**config.mk**
```make
export PLATFORM = sky130hd
export DESIGN_NAME = serial_add_ctrl
export DESIGN_NICKNAME = d
export VERILOG_FILES = /design/src/rtl/serial_add_ctrl.sv
export SDC_FILE = /design/constraint.sdc
export NUM_CORES = 1
export LEC_CHECK = 0
export CORE_MARGIN = 2
export CORE_UTILIZATION = 50
export DETAILED_ROUTE_END_ITERATION = 16
export GPL_TIMING_DRIVEN = 0
export PLACE_DENSITY = 0.81
export SLEW_MARGIN = 40
export SYNTH_ARGS = -nofsm -noshare
export SYNTH_HDL_FRONTEND = slang
export SYNTH_SLANG_ARGS = --single-unit
```
**constraint.sdc**
```tcl
create_clock -name clk -period 3 [get_ports clk]
set_input_delay 0.3 -clock clk [delete_from_list [all_inputs] [get_ports clk]]
set_output_delay 0.3 -clock clk [all_outputs]
set_load 0.03 [all_outputs]
```
**src/rtl/serial_add_ctrl.sv**
```systemverilog
// ---------------------------------------------------------------------------
// serial_add_ctrl
//
// Purpose:
//    Bit-serial WIDTH-bit adder. One full_adder is reused across WIDTH clock
//    cycles. Each cycle it adds one bit position, starting at the LSB. The
//    upstream requester uses a start pulse and sees busy while the add runs.
//    A one-cycle done strobe marks the result as ready.
//
// Parameters:
//    WIDTH      operand/result width in bits, 1..32
//
// Ports:
//    clk        single clock, rising edge
//    rst        synchronous active-high reset
//    start      request pulse; accepted in IDLE or DONE
//    a, b       operands, captured on an accepted start
//    carry_in   initial carry, captured on an accepted start
//    busy       high while bits are being processed
//    done       one-cycle completion strobe
//    result     sum; held from done until the next accepted start
//    carry_out  final carry; valid with result
//    overflow   signed overflow (only with SERIAL_ADD_OVERFLOW_EN)
//
// Optional feature macro:
//    SERIAL_ADD_OVERFLOW_EN  adds the overflow output and its register
// ---------------------------------------------------------------------------

// One-bit full adder slice that the controller sequences.
module full_adder (
    input  logic left,
    input  logic right,
    input  logic past_carry,
    output logic sum,
    output logic carry
);
    assign sum   = left ^ right ^ past_carry;
    assign carry = (left & right) | (past_carry & (left ^ right));
endmodule

module serial_add_ctrl #(
    parameter int WIDTH = 8
) (
    input  logic             clk,
    input  logic             rst,
    input  logic             start,
    input  logic [WIDTH-1:0] a,
    input  logic [WIDTH-1:0] b,
    input  logic             carry_in,
    output logic             busy,
    output logic             done,
    output logic [WIDTH-1:0] result,
    output logic             carry_out
`ifdef SERIAL_ADD_OVERFLOW_EN
    ,
    output logic             overflow
`endif
);

    // A 1-bit counter is still needed when WIDTH is 1, so the width never drops to zero.
    localparam int CW = (WIDTH > 1) ? $clog2(WIDTH) : 1;

    typedef enum logic [1:0] {
        IDLE = 2'd0,
        RUN  = 2'd1,
        DONE = 2'd2
    } state_t;

    state_t          r_state;
    state_t          w_next;
    logic [WIDTH-1:0] r_a;
    logic [WIDTH-1:0] r_b;
    logic [WIDTH-1:0] r_result;
    logic [WIDTH-1:0] w_resultNext;
    logic [CW-1:0]    r_count;
    logic             r_carry;
    logic             w_sum;
    logic             w_cout;
    logic             w_accept;
    logic             w_last;
`ifdef SERIAL_ADD_OVERFLOW_EN
    logic             r_overflow;
`endif

    full_adder u_fa (
        .left       (r_a[0]),
        .right      (r_b[0]),
        .past_carry (r_carry),
        .sum        (w_sum),
        .carry      (w_cout)
    );

    assign w_last = (r_count == CW'(WIDTH - 1));

    // The new sum bit enters at the MSB. After WIDTH shifts, bit 0 has
    // reached position 0. When WIDTH is 1 there is nothing to shift down.
    generate
        if (WIDTH == 1) begin : g_res1
            assign w_resultNext = w_sum;
        end else begin : g_resN
            assign w_resultNext = {w_sum, r_result[WIDTH-1:1]};
        end
    endgenerate

    // State register. A reset aborts any operation in flight.
    always_ff @(posedge clk) begin
        if (rst) begin
            r_state <= IDLE;
        end else begin
            r_state <= w_next;
        end
    end

    // Next-state and handshake decode. DONE accepts a start exactly as IDLE
    // does, which allows back-to-back requests.
    always_comb begin
        w_next   = r_state;
        busy     = 1'b0;
        done     = 1'b0;
        w_accept = 1'b0;
        case (r_state)
            IDLE: begin
                if (start) begin
                    w_accept = 1'b1;
                    w_next   = RUN;
                end
            end
            RUN: begin
                busy = 1'b1;
                if (w_last) begin
                    w_next = DONE;
                end
            end
            DONE: begin
                done = 1'b1;
                if (start) begin
                    w_accept = 1'b1;
                    w_next   = RUN;
                end else begin
                    w_next = IDLE;
                end
            end
            default: w_next = IDLE;
        endcase
    end

    // Datapath. Operands and carry load on an accepted start and shift while
    // in RUN. Outside RUN everything holds, so result and carry_out stay
    // stable after done.
    always_ff @(posedge clk) begin
        if (rst) begin
            r_a      <= '0;
            r_b      <= '0;
            r_result <= '0;
            r_count  <= '0;
            r_carry  <= 1'b0;
`ifdef SERIAL_ADD_OVERFLOW_EN
            r_overflow <= 1'b0;
`endif
        end else if (w_accept) begin
            r_a     <= a;
            r_b     <= b;
            r_carry <= carry_in;
            r_count <= '0;
        end else if (r_state == RUN) begin
            r_a      <= r_a >> 1;
            r_b      <= r_b >> 1;
            r_carry  <= w_cout;
            r_count  <= r_count + CW'(1);
            r_result <= w_resultNext;
`ifdef SERIAL_ADD_OVERFLOW_EN
            // On the last bit, r_carry is the carry into the MSB.
            if (w_last) begin
                r_overflow <= r_carry ^ w_cout;
            end
`endif
        end
    end

    assign result    = r_result;
    assign carry_out = r_carry;
`ifdef SERIAL_ADD_OVERFLOW_EN
    assign overflow  = r_overflow;
`endif

endmodule
```
==> results.txt, run 1 <==
----------------------------------------------------
[Outcome]
  Status ... finished clean

[Synthesis]
  Top cell type by total area after synthesis ... sky130_fd_sc_hd__dfxtp_1
  Share of the synthesized area in the top cell type ... 48.44%
  Adder-cell share of the synthesized area ... 3.633%
  Post-synth net total ... 160
  Leading post-synthesis cells by cell area ... sky130_fd_sc_hd__dfxtp_1 48%, sky130_fd_sc_hd__nand2_1 7.9%, sky130_fd_sc_hd__nor3_1 7.3%
  Portion of netlist area occupied by mux cells ... 3.229%
  Compound-cell area share of the yosys netlist ... 13.93%
  Simple-gate share of the synthesized area ... 21.59%
  Number of synthesized register bits ... 30
  Count of distinct cell types in the synthesized netlist ... 24
  Gate count of the mapped netlist ... 137
  Largest family of logic cells by synthesized area ... simple AND/OR/NAND/NOR gates
  Xor/xnor cell area share of the yosys netlist ... 0.7064%
  Synthesized area divided by synthesized cell count ... 9.051 um^2
  Post-Synthesis Cell Area ... 0.001240 mm^2
  Warnings from Yosys ... 0
  Share of synthesized area occupied by flip-flops and latches ... 48.44%

[Power and ir drop]
  Leak pwr ... 0.0006068 uW
  IR drop worst, VDD ... 365.3 uV
  Pwr per Cell Area ... 516.4 mW/mm^2

[Timing]
  RSZ-0062 raised after global routing ... false
  Post-route fraction of the period consumed by the critical path ... 73.52%
  Fin Setup TNS ... 0 ns
  Final setup skew ... 0.001096 ns
  Slew at the pin closest to its max-slew limit ... 0.5395 ns
  Count of endpoints failing hold in the final timing report ... 0
  Max Freq ... 0.4534 GHz
  Worst slew margin relative to its limit ... 64.03%
  Worst hold slack ... 0.3475 ns
  Max Slew Vio Count ... 0
  Setup-failing EPs final ... 0
  Final critical path time including I/O delays and setup ... 2.206 ns

[Global routing]
  Overall fraction of global-route tracks in use ... 23.64%
  Gr busiest metal ... met2
  Largest net degree at the start of global routing ... 11
  Global-route wire length before repair ... 4643 um
  Met3 Resource Use GR ... 7.500%
  Met1 capacity usage during global routing ... 26.97%
  Number of global-route vias before repair ... 1031
  Congestion Overflow GR ... 0
  Antenna violations before repair ... 0
  Global routing met2 resource utilization ... 40.24%

[Cells and area]
  Leading cell type in the layout, fill and taps excluded ... sky130_fd_sc_hd__dfxtp_1
  Number of nets in the finished design ... 196
  Synthesis-to-finish area growth ... 31.28%
  Commonest cells after routing, fill and taps aside ... 30 x sky130_fd_sc_hd__dfxtp_1, 29 x sky130_fd_sc_hd__clkdlybuf4s50_1, 26 x sky130_fd_sc_hd__nand2_1, 18 x sky130_fd_sc_hd__nor3_1, 11 x sky130_fd_sc_hd__a21oi_1
  Total inserted antenna cells ... 0
  Share of post-route cells with drive strength above 1 ... 10.34%

[Floorplanning]
  Number of I/O pins ... 31
  Floorplan core area ... 0.002410 mm^2
  Initial Util ... 51.45%
  Overall die area ... 0.002894 mm^2
  Height of the chip ... 53.80 um
  Die W ... 53.80 um
  Row count ... 18

[Routing]
  Final ANT Viol Nets ... 0
  Average vias per placed instance ... 5.461
  DRC violations left ... 0
  Post-Route WL ... 2883 um
  Number of optimization iterations in the first detailed-route pass ... 4
  Iteration-0 DRC count of the detailed router ... 31
  Routed vias ... 1114
  Average wire per cell in the routed design ... 14.13 um

[Clock tree]
  Root Buffer Master ... sky130_fd_sc_hd__clkbuf_4
  Clock Path Buffers ... 2
  Clock H-tree levels ... 2
  Post-CTS Setup Inserts ... 0
  Number of clock sinks ... 30
  Count of instances resized after the clock tree is built ... 0
  CTS Buf Count ... 5
  Clock-pin slew on the worst setup and hold paths ... 0.09 ns
  TritonCTS clock tree ... built
  Cts-stage hold buffer count ... 0
  Clock latency of the later-clocked register in the worst-skew pair ... 0.33 ns

[Setup path]
  Worst R2R End ... r_a[0]$_SDFFE_PP0P_
  Required time of the worst setup path ... 2.70 ns
  Max FO, Critical Path ... 10
  Startpoint class of the critical path ... register
  Crit path DAT ... 1.91 ns
  Reg2Reg Setup Slack ... 1.78 ns
  Startpoint of the worst-slack reg-to-reg timing path ... r_state[0]$_SDFFE_PP0P_
  Critical Path Sink Type ... primary output
  Number of cell instances on the worst register-to-register path ... 6
  Path type of the worst setup path ... reg2out

[Hold path]
  Worst hold path startpoint ... rst
  Endpoint of the worst hold-timing path ... r_state[0]$_SDFFE_PP0P_
  Path type of the worst min-delay path ... in2reg
  Hold path depth ... 2

[Placement]
  Final weighted congestion in routability-driven placement ... 0.7613
  Input/output buffers ... 29
  Half-perimeter wire length after detailed placement ... 2005 um

[Run]
  Total of max-cap violations ... 0

----------------------------------------------------
==> layout make-up <==
cell class / instances / area, um^2
fillers: 199 / 782.0
repair buffers: 29 / 290.3
clock buffers: 7 / 55.05
plain buffers: 12 / 93.84
inverters: 1 / 11.26
clock inverters: 1 / 5.005
flip-flops and latches: 30 / 600.6
multi-input cells: 94 / 534.3
well taps: 30 / 37.54
==> registers in the layout (all words and copies together), names as in the netlist <==
register   cells
r_state        2
r_count        3
carry_out      1
result         8
r_a            8
r_b            8
==> routing by layer <==
layer  vias up  wire length [um]
met3         5               141
met1       527              1218
met2        26              1468
met5         -                 0
li1        556                 -
met4         0                55
==> metrics by stage <==
stage	utilization, %	instances	total power, uW	area, um^2	worst slack [ns]
floorplan	-	137	539.2	1240	1.790
global placement	65.06	196	588.7	1568	1.165
detailed placement	65.06	196	595.7	1568	1.164
CTS	67.55	204	847.0	1628	0.7799
global route	67.55	204	877.1	1628	0.6974
finish	67.55	204	840.7	1628	0.7943
==> synth_stat cells <==
library cell / number
sky130_fd_sc_hd__a21oi_1: 11
sky130_fd_sc_hd__a22oi_1: 3
sky130_fd_sc_hd__a311oi_1: 5
sky130_fd_sc_hd__buf_12: 1
sky130_fd_sc_hd__buf_2: 2
sky130_fd_sc_hd__buf_4: 4
sky130_fd_sc_hd__buf_6: 2
sky130_fd_sc_hd__clkbuf_1: 3
sky130_fd_sc_hd__dfxtp_1: 30
sky130_fd_sc_hd__fa_1: 1
sky130_fd_sc_hd__ha_1: 2
sky130_fd_sc_hd__inv_8: 1
sky130_fd_sc_hd__mux2i_1: 4
sky130_fd_sc_hd__nand2_1: 26
sky130_fd_sc_hd__nand2b_1: 2
sky130_fd_sc_hd__nand3_1: 3
sky130_fd_sc_hd__nor2_1: 6
sky130_fd_sc_hd__nor2b_1: 2
sky130_fd_sc_hd__nor3_1: 18
sky130_fd_sc_hd__nor3_2: 1
sky130_fd_sc_hd__nor3b_1: 1
sky130_fd_sc_hd__o21a_1: 1
sky130_fd_sc_hd__o22ai_1: 7
sky130_fd_sc_hd__xnor2_1: 1
==> worst max-delay path, stage by stage, from the launching register on <==
cell and delay, ns:
sky130_fd_sc_hd__dfxtp_1 0.38, sky130_fd_sc_hd__nand2b_1 0.08, sky130_fd_sc_hd__buf_6 0.16, sky130_fd_sc_hd__inv_8 0.09, sky130_fd_sc_hd__buf_4 0.17, sky130_fd_sc_hd__clkdlybuf4s50_1 0.68
==> worst max path at each step <==
stage,from,end
2_1_floorplan,carry_out$_SDFFE_PP0P_,result[7]$_SDFFE_PP0P_
3_3_place_gp,r_state[0]$_SDFFE_PP0P_,busy
3_5_place_dp,r_state[0]$_SDFFE_PP0P_,busy
4_1_cts,r_state[0]$_SDFFE_PP0P_,busy
5_1_grt,r_state[0]$_SDFFE_PP0P_,busy
6_report,r_state[0]$_SDFFE_PP0P_,busy
==> cells by family after synthesis <==
family | count (synthesis)
and+or+nand+nor | 59
DFF | 30
AOI/OAI and AO/OA | 27
adders and majority gates | 3
buffers and inverters | 13
xor gates and xnor gates | 1
muxes | 4
==> where the power goes <==
| group | leakage, uW | switching (uW) | internal (uW) | total, uW |
|---|---|---|---|---|
| registers | 0.000246 | 15.3 | 423 | 438 |
| logic | 0.000326 | 76.8 | 73.2 | 150 |
| clock network | 0.0000353 | 140 | 113 | 253 |
No activity file was read; power rests on OpenSTA's default activity.
==> run 2, diff against run 1 <==
--- a/config.mk
+++ b/config.mk
@@ -6,10 +6,10 @@
 export NUM_CORES = 1
 export LEC_CHECK = 0
 export CORE_MARGIN = 2
-export CORE_UTILIZATION = 50
+export CORE_UTILIZATION = 47
 export DETAILED_ROUTE_END_ITERATION = 16
 export GPL_TIMING_DRIVEN = 0
-export PLACE_DENSITY = 0.81
+export PLACE_DENSITY = 0.77
 export SLEW_MARGIN = 40
 export SYNTH_ARGS = -nofsm -noshare
 export SYNTH_HDL_FRONTEND = slang
==> constraint.sdc (replaced) <==
create_clock -name clk -period 2.31 [get_ports clk]
set_input_delay 0.231 -clock clk [delete_from_list [all_inputs] [get_ports clk]]
set_output_delay 0.231 -clock clk [all_outputs]
set_load 0.03 [all_outputs]
==> run 2 against run 1 <==
Utilization is 3.0 points lower. Routed wire length down 3.1%. Clock-buffer cell count did not move. Final area fell by 0.92%. Via count increased by 0.54%. Total power rose by 23%. Global-route usage fell by 4.1 points.
==> results.txt, run 2 (synthesis gave the netlist of run 1 again) <==
----------------------------------------------------
[Global routing]
  Largest net degree at the start of global routing ... 11 (unchanged)
  Global-route wire length before repair ... 4629 um (-0.30%)
  Antenna violations before repair ... 0 (unchanged)
  Congestion Overflow GR ... 0 (unchanged)
  Number of global-route vias before repair ... 1011 (-1.9%)
  Overall fraction of global-route tracks in use ... 19.49% (-4.1 points)

[Cells and area]
  Commonest cells after routing, fill and taps aside ... 30 x sky130_fd_sc_hd__dfxtp_1, 29 x sky130_fd_sc_hd__clkdlybuf4s50_1, 26 x sky130_fd_sc_hd__nand2_1, 18 x sky130_fd_sc_hd__nor3_1, 11 x sky130_fd_sc_hd__a21oi_1
  Synthesis-to-finish area growth ... 30.07%
  Share of post-route cells with drive strength above 1 ... 9.249% (-1.1 points)
  Count of fill cells added during filler insertion ... 224 (+13%)
  Total inserted antenna cells ... 0 (unchanged)
  Number of nets in the finished design ... 196 (unchanged)
  Post-Route Utilization ... 64.51% (-3.0 points)
  Leading cell type in the layout, fill and taps excluded ... sky130_fd_sc_hd__dfxtp_1

[Setup path]
  Critical Path Sink Type ... primary output
  Required time of the worst setup path ... 2.08 ns (-0.62 ns)
  Slowest CP cell ... sky130_fd_sc_hd__clkdlybuf4s50_1
  Number of cell instances on the worst register-to-register path ... 6 (unchanged)
  Cell depth of the worst setup path ... 5 (unchanged)
  Kind of cell with the highest combined delay on the critical path ... buffers and inverters
  Largest stage delay on the critical path ... 0.68 ns (about the same)
  Path type of the worst setup path ... reg2out
  Worst R2R End ... r_a[0]$_SDFFE_PP0P_
  Reg2Reg Setup Slack ... 1.06 ns (-0.72 ns)
  Max FO, Critical Path ... 10 (unchanged)
  Series of cell instances along the critical path ... nand2b_1 > buf_6 > inv_8 > buf_4 > clkdlybuf4s50_1
  Worst path buffer plus inverter count ... 4 (unchanged)
  Startpoint of the worst-slack reg-to-reg timing path ... r_state[1]$_SDFFE_PP0P_
  Crit path DAT ... 1.88 ns (-0.03 ns)
  Startpoint class of the critical path ... register

[Routing]
  Final ANT Viol Nets ... 0 (unchanged)
  Post-Route WL ... 2793 um (-3.1%)
  Average wire per cell in the routed design ... 13.76 um (-2.6%)
  Average vias per placed instance ... 5.517 (+1.0%)
  Iteration-0 DRC count of the detailed router ... 31 (unchanged)
  Number of optimization iterations in the first detailed-route pass ... 4 (unchanged)
  DRC violations left ... 0 (unchanged)
  Routed vias ... 1120 (+0.54%)

[Placement]
  Half-perimeter wire length after detailed placement ... 2053 um (+2.4%)
  Final weighted congestion in routability-driven placement ... 0.7814 (+2.6%)
  Input/output buffers ... 29 (unchanged)
  Pre-CTS WS ... 0.5309 ns (-0.6327 ns)

[Timing]
  Final setup skew ... 0.004771 ns (+0.003675 ns)
  Max Freq ... 0.4728 GHz
  Setup-failing EPs final ... 0 (unchanged)
  Final WS setup ... 0.1950 ns (-0.5992 ns)
  Fin Setup TNS ... 0 ns (unchanged)
  Count of endpoints failing hold in the final timing report ... 0 (unchanged)
  RSZ-0062 raised after global routing ... false
  Worst slew margin relative to its limit ... 65.40% (+1.4 points)
  Final critical path time including I/O delays and setup ... 2.115 ns
  Max Slew Vio Count ... 0 (unchanged)
  Slew at the pin closest to its max-slew limit ... 0.5191 ns (-0.02044 ns)
  Post-route fraction of the period consumed by the critical path ... 91.56%

[Clock tree]
  Post-CTS Setup Inserts ... 0 (unchanged)
  Clock latency of the later-clocked register in the worst-skew pair ... 0.32 ns (about the same)
  CTS Buf Count ... 5 (unchanged)
  Clock-pin slew on the worst setup and hold paths ... 0.08 ns (about the same)
  Number of clock sinks ... 30 (unchanged)
  Clock H-tree levels ... 2 (unchanged)
  Count of instances resized after the clock tree is built ... 0 (unchanged)
  Cts-stage hold buffer count ... 0 (unchanged)
  Root Buffer Master ... sky130_fd_sc_hd__clkbuf_4
  Clock Path Buffers ... 2 (unchanged)
  TritonCTS clock tree ... built

[Hold path]
  Worst hold path startpoint ... rst
  Endpoint of the worst hold-timing path ... r_state[0]$_SDFFE_PP0P_
  Hold path depth ... 2 (unchanged)
  Path type of the worst min-delay path ... in2reg

[Outcome]
  Status ... finished clean

[Floorplanning]
  Row count ... 18 (unchanged)
  Overall die area ... 0.003065 mm^2 (+5.9%)
  Number of I/O pins ... 31 (unchanged)
  Initial Util ... 49.60% (-1.9 points)
  Floorplan core area ... 0.002500 mm^2 (+3.7%)
  Die W ... 55.37 um (+2.9%)
  Height of the chip ... 55.37 um (+2.9%)

[Run]
  Total of max-cap violations ... 0 (unchanged)

[Power and ir drop]
  Leak pwr ... 0.0005969 uW (-1.6%)
  IR drop worst, VDD ... 385.7 uV (+5.6%)
  Pwr per Cell Area ... 642.4 mW/mm^2 (+24%)

----------------------------------------------------
-- run 2: changes by cell type in the layout (fill, tap and decap cells not counted), sizes merged --
cell    delta
clkinv     -1
-- run 2: cell type report --
cell class / instances / area (um^2) / area share (%)
Inverter: 1 / 11.26 / 0.6982
Tap cell: 30 / 37.54 / 2.327
Clock buffer: 7 / 45.04 / 2.793
Timing Repair Buffer: 29 / 290.3 / 18.00
Sequential cell: 30 / 600.6 / 37.24
Multi-Input combinational cell: 94 / 534.3 / 33.13
Buffer: 12 / 93.84 / 5.818
-- run 2: power by group --
group,internal (uW),switching [uW],total (uW)
clock,115,161,275
sequential,549,19.3,568
combinational,94.9,97.9,193
total,758,278,1040
-- run 2: how the worst max path moves through the flow --
stage | start | endpoint | slack (ns)
floorplan | carry_out$_SDFFE_PP0P_ | result[7]$_SDFFE_PP0P_ | 1.10
global placement | r_state[0]$_SDFFE_PP0P_ | busy | 0.54
detailed placement | r_state[0]$_SDFFE_PP0P_ | busy | 0.53
CTS | r_state[0]$_SDFFE_PP0P_ | busy | 0.17
global route | r_state[0]$_SDFFE_PP0P_ | busy | 0.1
finish | r_state[0]$_SDFFE_PP0P_ | busy | 0.20
-- run 2: metrics by stage --
step / area (um^2) / power, uW / std cells / hold slack, ns
detailed placement: 1568 / 772.5 / 196 / 0.4603
floorplan: 1240 / 700.2 / 137 / 0.4118
CTS: 1613 / 1053 / 203 / 0.2883
finish: 1613 / 1036 / 203 / 0.3114
global placement: 1568 / 764.9 / 196 / 0.4428
global route: 1613 / 1087 / 203 / 0.3169
-- run 2: per-layer routing --
metal	vias to the layer above	part of all wire (%)	wire length (um)	global-route usage, %
li1	552	-	-	-
met1	533	43	1197	23.71
met2	31	51	1419	31.80
met3	4	5.3	148	5.621
met4	0	0.97	27	8.711
met5	-	0	0	0
